**src/rtl/pulse_meter_pkg.sv**
```systemverilog
// Shared types and default widths for the pulse period meter.
package pulse_meter_pkg;

    localparam int unsigned DefaultN          = 8;
    localparam int unsigned DefaultSyncStages = 2;

    typedef enum logic [1:0] {
        IDLE,
        ARMED,
        MEASURING
    } meter_state_t;

endpackage

```
**src/rtl/sync_edge_detect.sv**
```systemverilog
// Synchronizes an asynchronous level and flags its rising edges.
// Reusable for button and other slow asynchronous inputs.
module sync_edge_detect
    import pulse_meter_pkg::*;
#(
    parameter int unsigned SYNC_STAGES = DefaultSyncStages
) (
    input  logic clk,
    input  logic rst,
    input  logic d,
    output logic rise
);

    logic [SYNC_STAGES-1:0] sync_q;
    logic                   prev_q;

    // Synchronizer chain plus edge-history flop; history tracks every cycle.
    always_ff @(posedge clk or posedge rst) begin
        if (rst) begin
            sync_q <= '0;
            prev_q <= 1'b0;
        end else begin
            sync_q <= {sync_q[SYNC_STAGES-2:0], d};
            prev_q <= sync_q[SYNC_STAGES-1];
        end
    end

    assign rise = sync_q[SYNC_STAGES-1] & ~prev_q;

endmodule

```
**src/rtl/pulse_period_meter.sv**
```systemverilog
// Measures clk cycles between consecutive rising edges of an asynchronous
// pulse stream; publishes each period with a valid strobe and flags
// intervals too long for N bits with an overflow strobe.
module pulse_period_meter
    import pulse_meter_pkg::*;
#(
    parameter int unsigned N           = DefaultN,
    parameter int unsigned SYNC_STAGES = DefaultSyncStages
) (
    input  logic         clk,
    input  logic         rst,
    input  logic         ena,
    input  logic         pulse_in,
    output logic [N-1:0] period,
    output logic         valid,
    output logic         overflow
);

    localparam logic [N-1:0] CntMax = {N{1'b1}};
    localparam logic [N-1:0] CntOne = N'(1);

    meter_state_t state_q, state_d;
    logic [N-1:0] cnt_q, cnt_d;
    logic [N-1:0] period_q, period_d;
    logic         valid_q, valid_d;
    logic         ovf_q, ovf_d;
    logic         rise;

    sync_edge_detect #(
        .SYNC_STAGES(SYNC_STAGES)
    ) u_sync_edge (
        .clk (clk),
        .rst (rst),
        .d   (pulse_in),
        .rise(rise)
    );

    // Next-state, counter and output decisions; strobes default low.
    always_comb begin
        state_d  = state_q;
        cnt_d    = cnt_q;
        period_d = period_q;
        valid_d  = 1'b0;
        ovf_d    = 1'b0;
        if (!ena) begin
            // Disabling discards any interval in progress.
            state_d = IDLE;
            cnt_d   = '0;
        end else begin
            case (state_q)
                IDLE: begin
                    state_d = ARMED;
                    cnt_d   = '0;
                end
                ARMED: begin
                    if (rise) begin
                        state_d = MEASURING;
                        cnt_d   = '0;
                    end
                end
                MEASURING: begin
                    if (cnt_q == CntMax) begin
                        // Interval reached 2^N cycles: discard it; an edge
                        // landing here starts the next interval.
                        ovf_d = 1'b1;
                        cnt_d = '0;
                        if (!rise) begin
                            state_d = ARMED;
                        end
                    end else if (rise) begin
                        period_d = cnt_q + CntOne;
                        valid_d  = 1'b1;
                        cnt_d    = '0;
                    end else begin
                        cnt_d = cnt_q + CntOne;
                    end
                end
                default: begin
                    state_d = IDLE;
                    cnt_d   = '0;
                end
            endcase
        end
    end

    // State, counter and registered outputs.
    always_ff @(posedge clk or posedge rst) begin
        if (rst) begin
            state_q  <= IDLE;
            cnt_q    <= '0;
            period_q <= '0;
            valid_q  <= 1'b0;
            ovf_q    <= 1'b0;
        end else begin
            state_q  <= state_d;
            cnt_q    <= cnt_d;
            period_q <= period_d;
            valid_q  <= valid_d;
            ovf_q    <= ovf_d;
        end
    end

    assign period   = period_q;
    assign valid    = valid_q;
    assign overflow = ovf_q;

endmodule

```
**config.mk**
```make
export PLATFORM = sky130hd
export DESIGN_NAME = pulse_period_meter
export DESIGN_NICKNAME = d
export VERILOG_FILES = /design/src/rtl/pulse_meter_pkg.sv /design/src/rtl/sync_edge_detect.sv /design/src/rtl/pulse_period_meter.sv
export SDC_FILE = /design/constraint.sdc
export NUM_CORES = 1
export LEC_CHECK = 0
export BUFFER_PORTS_ARGS = -buffer_cell sky130_fd_sc_hd__buf_2
export CORE_ASPECT_RATIO = 0.8
export CORE_MARGIN = 1
export CORE_UTILIZATION = 50
export DETAILED_ROUTE_END_ITERATION = 12
export PLACE_DENSITY = 0.71
export SETUP_SLACK_MARGIN = 0.02
export SYNTH_ARGS = -nofsm -noshare
export SYNTH_HDL_FRONTEND = slang
export SYNTH_HIERARCHICAL = 1
export SYNTH_SLANG_ARGS = --single-unit
```
**constraint.sdc**
```tcl
create_clock -name clk -period 1.5 [get_ports clk]
set_clock_uncertainty 0.05 [all_clocks]
set_input_delay 0.225 -clock clk [delete_from_list [all_inputs] [get_ports clk]]
set_output_delay 0.225 -clock clk [all_outputs]
set_load 0.02 [all_outputs]
```
-- Word-level counts from Yosys, hierarchy flattened
Index checks and enable logic that the tools add are counted.
- flip-flop bits (word level): 23
- input port bits: 4
- output and inout bits: 10
- word-level logic and storage cells: 37
- add/sub/neg operators: 1
- equal/unequal tests: 6
- mux-type cells: 17
- bitwise logic cells: 3
- reduce and logical (&&, ||, !) cells: 3
- operator list (operator ; number):
    $mux W8 ; 4
    $pmux W8 S2 ; 1
    $ne A3 B3 Y1 const B ; 3
    $add A8 B1 Y8 const B ; 1
    $eq A8 B8 Y1 const B ; 1
    $mux W2 ; 4
    $mux W1 ; 7
    $pmux W2 S3 ; 1
    $reduce_and A4 Y1 ; 1
    $reduce_and A3 Y1 ; 1
    $eq A2 B1 Y1 const B ; 1
    $eq A2 B2 Y1 const B ; 1
    $logic_not A2 Y1 ; 1
    $not A1 Y1 ; 2
    $and A1 B1 Y1 ; 1

-- Logic depth before layout (Yosys ltp)
- word-level depth: 6
- depth in mapped cells: 6
- gate-level depth less buffers: 5

-- Modules after synthesis
Netlist, hierarchy kept.
- by module, submodules not included (module ; times used ; cells an instance ; area each (µm²) ; seq. area each (µm²)):
    pulse_period_meter ; 1 ; 103 ; 1001.0 ; 500.5
    sync_edge_detect ; 1 ; 5 ; 92.6 ; 75.1

-- Worst setup path after synthesis
No wires, ideal clock.
- kind: flip-flop to flip-flop
- start point: reg u_sync_edge.sync_q[1]
- end point: reg cnt_q[5]
- library setup time: 0.087 ns
- arrival time: 1.351 ns
- data required time: 1.363 ns
- setup slack: 0.012 ns
- cell stages (with the launch flop): 6
- buffers on the path: 0
- period minus slack after synthesis: 1.488 ns
- cell sequence: dfrtp_1 > nor2b_4 > and4bb_4 > o21ai_4 > or3_1 > o211ai_1
- cells in the longest elaborated chain, start to end: 5
- elaborated cells between the ends (all ways): 6
- those cells by class: eq/ne (1); mux (4); bitwise (1)
- RTL lines (item ; line ; source):
    start, declared ; sync_edge_detect.sv:14 ; logic [SYNC_STAGES-1:0] sync_q;
    start signal, assigned ; sync_edge_detect.sv:23 ; sync_q <= {sync_q[SYNC_STAGES-2:0], d};
    $and A1 B1 Y1 * ; sync_edge_detect.sv:28 ; assign rise = sync_q[SYNC_STAGES-1] & ~prev_q;
    net rise ; pulse_period_meter.sv:27 ; logic rise;
    $mux W8 ; pulse_period_meter.sv:70 ; end else if (rise) begin
    $mux W8 ; pulse_period_meter.sv:62 ; if (cnt_q == CntMax) begin
    $pmux W8 S2 ; pulse_period_meter.sv:50 ; case (state_q)
    $mux W8 ; pulse_period_meter.sv:45 ; if (!ena) begin
    end signal, assigned ; pulse_period_meter.sv:96 ; cnt_q <= cnt_d;
    end, declared ; pulse_period_meter.sv:23 ; logic [N-1:0] cnt_q, cnt_d;
Mark *: on every way through the listed nets, which the timed path passes. The rest lies on a longest branch.
A chain may end at the register's enable or synchronous reset.

-- Final worst setup path
Ends and elaborated chain as after synthesis.

==> summary.txt <==
YOSYS
-----------------------------------------------------------------------------------------------------
Cell variety after synth ...............................................................           31
Leading cell types by count after synthesis ............................................ sky130_fd_sc_hd__dfrtp_1 (23), sky130_fd_sc_hd__nand2_1 (18), sky130_fd_sc_hd__o21ai_1 (15)
Top-area cell type share of the netlist area ...........................................        52.6%
#FFs+latches synth .....................................................................           23
Share of the yosys chip area belonging to registers ....................................        52.6%
Count of flip-flops with a built-in enable after synthesis .............................            0
Most instantiated library cell after synthesis ......................................... sky130_fd_sc_hd__dfrtp_1
Fraction of synthesis flops using an asynchronous set or reset pin .....................         100%
Yosys warning total ....................................................................            6
Avg Cell Area, Syn .....................................................................    10.1 um^2
Largest family of logic cells by synthesized area ...................................... simple AND/OR/NAND/NOR gates
Mux share of post-synthesis cell area ..................................................           0%
Main area contributors after synthesis ................................................. sky130_fd_sc_hd__dfrtp_1 (53%), sky130_fd_sc_hd__o21ai_1 (6.9%), sky130_fd_sc_hd__nand2_1 (6.2%)
Post-synthesis share of cell area spent on full adders, half adders and majority gates .        1.14%
Mapped cell area .......................................................................    1090 um^2
Xor/xnor cell area share of the yosys netlist ..........................................        4.00%
Simple-gate portion of the synthesized area ............................................        22.0%
Number of nets produced by synthesis ...................................................          113
Yosys top cell by area ................................................................. sky130_fd_sc_hd__dfrtp_1
Post-Syn Instances .....................................................................          108
Share of the synthesized area in compound gates (AO/OA/AOI/OAI) ........................        15.7%
Synth Flop Type ........................................................................ sky130_fd_sc_hd__dfrtp_1

STA
-----------------------------------------------------------------------------------------------------
Minimum setup slack in the final design ................................................      27.3 ps
Hold Violations, Final .................................................................            0
Slew @ Worst Pin .......................................................................       307 ps
Time the worst path needs with I/O delays and setup ....................................      1470 ps
Upper clock frequency limit ............................................................    0.679 GHz
Number of setup violations in the final report .........................................            0
Final critical-path share of the clock period ..........................................        98.2%
RSZ-0062 raised after global routing ...................................................         true
Relative slew slack ....................................................................        79.5%
Final max-slew violation count .........................................................            0

DIE
-----------------------------------------------------------------------------------------------------
Number of top-level pins ...............................................................           14
Area of the die ........................................................................    2380 um^2
Placeable core region ..................................................................    1960 um^2
Die span in x ..........................................................................      54.3 um
Initial core utilization ...............................................................        55.7%
Vert. Die Dim ..........................................................................      43.8 um
Row count ..............................................................................           14

FINAL LAYOUT
-----------------------------------------------------------------------------------------------------
Fraction of layout instances using a drive strength above 1 ............................        29.9%
Number of nets in the layout ...........................................................          143
Layout overhead on the synthesized area ................................................        22.7%
Number of antenna cells inserted .......................................................            0
Final Core Density .....................................................................        68.4%
FILL cells .............................................................................          154

CTS
-----------------------------------------------------------------------------------------------------
Clock-pin slew reported for the worst setup and hold paths after clock tree synthesis ..       130 ps
Skew-Pair Late Insertion Delay .........................................................       320 ps
Clock Tree Buf Depth ...................................................................            2
CTS root buffer ........................................................................ sky130_fd_sc_hd__clkbuf_4
Clock Sinks ............................................................................           23
Number of H-tree branching levels ......................................................            1
Clock tree from TritonCTS ..............................................................         done
Number of buffers created by CTS .......................................................            3

RUN
-----------------------------------------------------------------------------------------------------
Number of max-capacitance violations reported ..........................................            0

MIN PATH
-----------------------------------------------------------------------------------------------------
Class of the tightest hold or removal check ............................................       in2reg
WHS Endpoint ........................................................................... state_q[1]$_DFFE_PP0P_
Hold-critical path depth ...............................................................            3
Origin of the worst min-delay path .....................................................          ena

CRITICAL PATH
-----------------------------------------------------------------------------------------------------
R2R cell count .........................................................................            5
Kind of start point of the critical path ...............................................    flip-flop
Kind of end point of the critical path .................................................    flip-flop
Maximum net fanout on the critical path ................................................            5
Minimum setup slack among reg-to-reg paths .............................................        30 ps
Required time of the critical path .....................................................      1700 ps
R2R Path End ........................................................................... cnt_q[5]$_DFFE_PP0P_
Data arrival at the endpoint of the critical path ......................................      1670 ps
Startpoint of the most critical register-to-register path .............................. u_sync_edge/sync_q[1]$_DFF_PP0_
Crit Path Class ........................................................................      reg2reg

DRT
-----------------------------------------------------------------------------------------------------
1st-iter DRT viols .....................................................................           21
Number of detailed-routing iterations run before antenna repair ........................            4
Vias per std cell ......................................................................         5.31
Average wire per cell in the routed design .............................................      13.8 um
DRC viols ..............................................................................            0
Count of antenna-violating nets left after detailed routing ............................            0
Count of vias placed by the detailed router ............................................          855
Drt total wl ...........................................................................      2230 um

POWER
-----------------------------------------------------------------------------------------------------
Switching Share ........................................................................        24.7%
Leakage power ..........................................................................  0.000648 uW
Share of power burned in registers .....................................................        63.1%
Power dissipated by switching net loads ................................................       253 uW
Power share of the clock group .........................................................        28.5%
Highest ir drop seen on vdd ............................................................     0.571 mV
Internal power of the cells ............................................................       771 uW
Part of the total power dissipated in combinational logic ..............................         8.4%
Power density cells ....................................................................  763 nW/um^2

GLOBAL ROUTING
-----------------------------------------------------------------------------------------------------
Largest net degree at the start of global routing ......................................           21
Total global routing overflow ..........................................................            0
Via count of the first global-routing pass .............................................          812
Initial antenna violation count ........................................................            0
Global-route wire length before repair .................................................      3620 um
Global Route Usage Sum .................................................................        21.8%

PLACED DESIGN
-----------------------------------------------------------------------------------------------------
Final RePlAce weighted congestion ......................................................        0.828
Post-place setup slack .................................................................      12.1 ps
Final HPWL from detailed placement .....................................................      1630 um
Port bufs ..............................................................................           13

RUN STATUS
-----------------------------------------------------------------------------------------------------
Run status ............................................................................. finished, final reports clean

==> stage by stage <==
stage	power [uW]	cells	hold slack, ps	TNS (ps)	cell area, um^2
after global placement	734	153	46.4	0	1260
after global routing	1070	161	182	-25.0	1340
final	1020	161	182	0	1340
after floorplan	705	108	-71.4	0	1090
after detailed placement	739	153	55.6	0	1260
after CTS	1040	160	175	0	1320
==> power by group through the flow <==
stage	clock network, uW	logic (uW)	registers (uW)
floorplan	0	42.4	663
global placement	0	78.4	656
detailed placement	0	81.7	658
CTS	305	86.4	646
global route	324	95.7	648
finish	291	85.7	646
==> kinds of logic after synthesis <==
kind of cell	Yosys count
DFF	23
AOI/OAI and AO/OA	28
adders and majority gates	1
xor gates and xnor gates	5
and+or+nand+nor	39
buffers and inverters	12
==> layout make-up <==
class	count	area [um^2]	area share, %
Sequential cell	23	577	43.0
Multi-Input combinational cell	73	482	35.9
Clock inverter	1	5.00	0.373
Inverter	10	37.5	2.80
Timing Repair Buffer	27	188	14.0
Clock buffer	3	22.5	1.68
Tap cell	24	30.0	2.24
==> routing by layer <==
layer  track usage [%]  up-vias  part of all wire, %
li1                  -      428                    -
met1              30.4      398                   48
met2              31.2       24                   45
met3              8.07        5                  5.2
met4              7.18        0                  1.5
met5                 0        -                    0
==> worst max path at each step <==
stage,start,endpoint,slack [ps],depth (start not counted)
global route,u_sync_edge/sync_q[1]$_DFF_PP0_,cnt_q[5]$_DFFE_PP0P_,-20,5
CTS,u_sync_edge/sync_q[1]$_DFF_PP0_,cnt_q[5]$_DFFE_PP0P_,9,5
finish,u_sync_edge/sync_q[1]$_DFF_PP0_,cnt_q[5]$_DFFE_PP0P_,30,5
floorplan,u_sync_edge/sync_q[1]$_DFF_PP0_,cnt_q[5]$_DFFE_PP0P_,40,5
global placement,u_sync_edge/sync_q[1]$_DFF_PP0_,cnt_q[5]$_DFFE_PP0P_,70,5
detailed placement,u_sync_edge/sync_q[1]$_DFF_PP0_,cnt_q[5]$_DFFE_PP0P_,10,5
==> placed cells by master, fill, tap and decap left out, types with 3 or more instances in the layout <==
master,count
sky130_fd_sc_hd__inv_1,8
sky130_fd_sc_hd__buf_4,11
sky130_fd_sc_hd__nor3_1,3
sky130_fd_sc_hd__clkbuf_4,3
sky130_fd_sc_hd__a21oi_1,3
sky130_fd_sc_hd__nand3_1,4
sky130_fd_sc_hd__o21ai_1,16
sky130_fd_sc_hd__buf_2,13
sky130_fd_sc_hd__dfrtp_1,22
sky130_fd_sc_hd__xor2_1,3
sky130_fd_sc_hd__nand2_1,18
==> registers in the layout, summed over array words and instances (netlist names) <==
signal              count
cnt_q                   8
period                  8
state_q                 2
u_sync_edge/sync_q      2
overflow                1
u_sync_edge/prev_q      1
valid                   1
==> critical path, cell delays in order (launching register included) <==
cell	delay (ps)
sky130_fd_sc_hd__dfrtp_1	400
sky130_fd_sc_hd__nor2b_4	140
sky130_fd_sc_hd__and4bb_4	320
sky130_fd_sc_hd__o21ai_4	70
sky130_fd_sc_hd__or3_1	330
sky130_fd_sc_hd__o211ai_1	100
==> timing repair <==
| action | 4_1_cts | 5_1_grt |
|---|---|---|
| endpoints found under the hold margin | 24 | 0 |
| endpoints found under the setup margin | 1 | 15 |
| pin swaps | 3 | 2 |
| buffers inserted | 1 | 1 |
| resized for setup | 1 | 4 |
| hold buffers | 2 | 0 |
(Power assumes the default switching activity.)
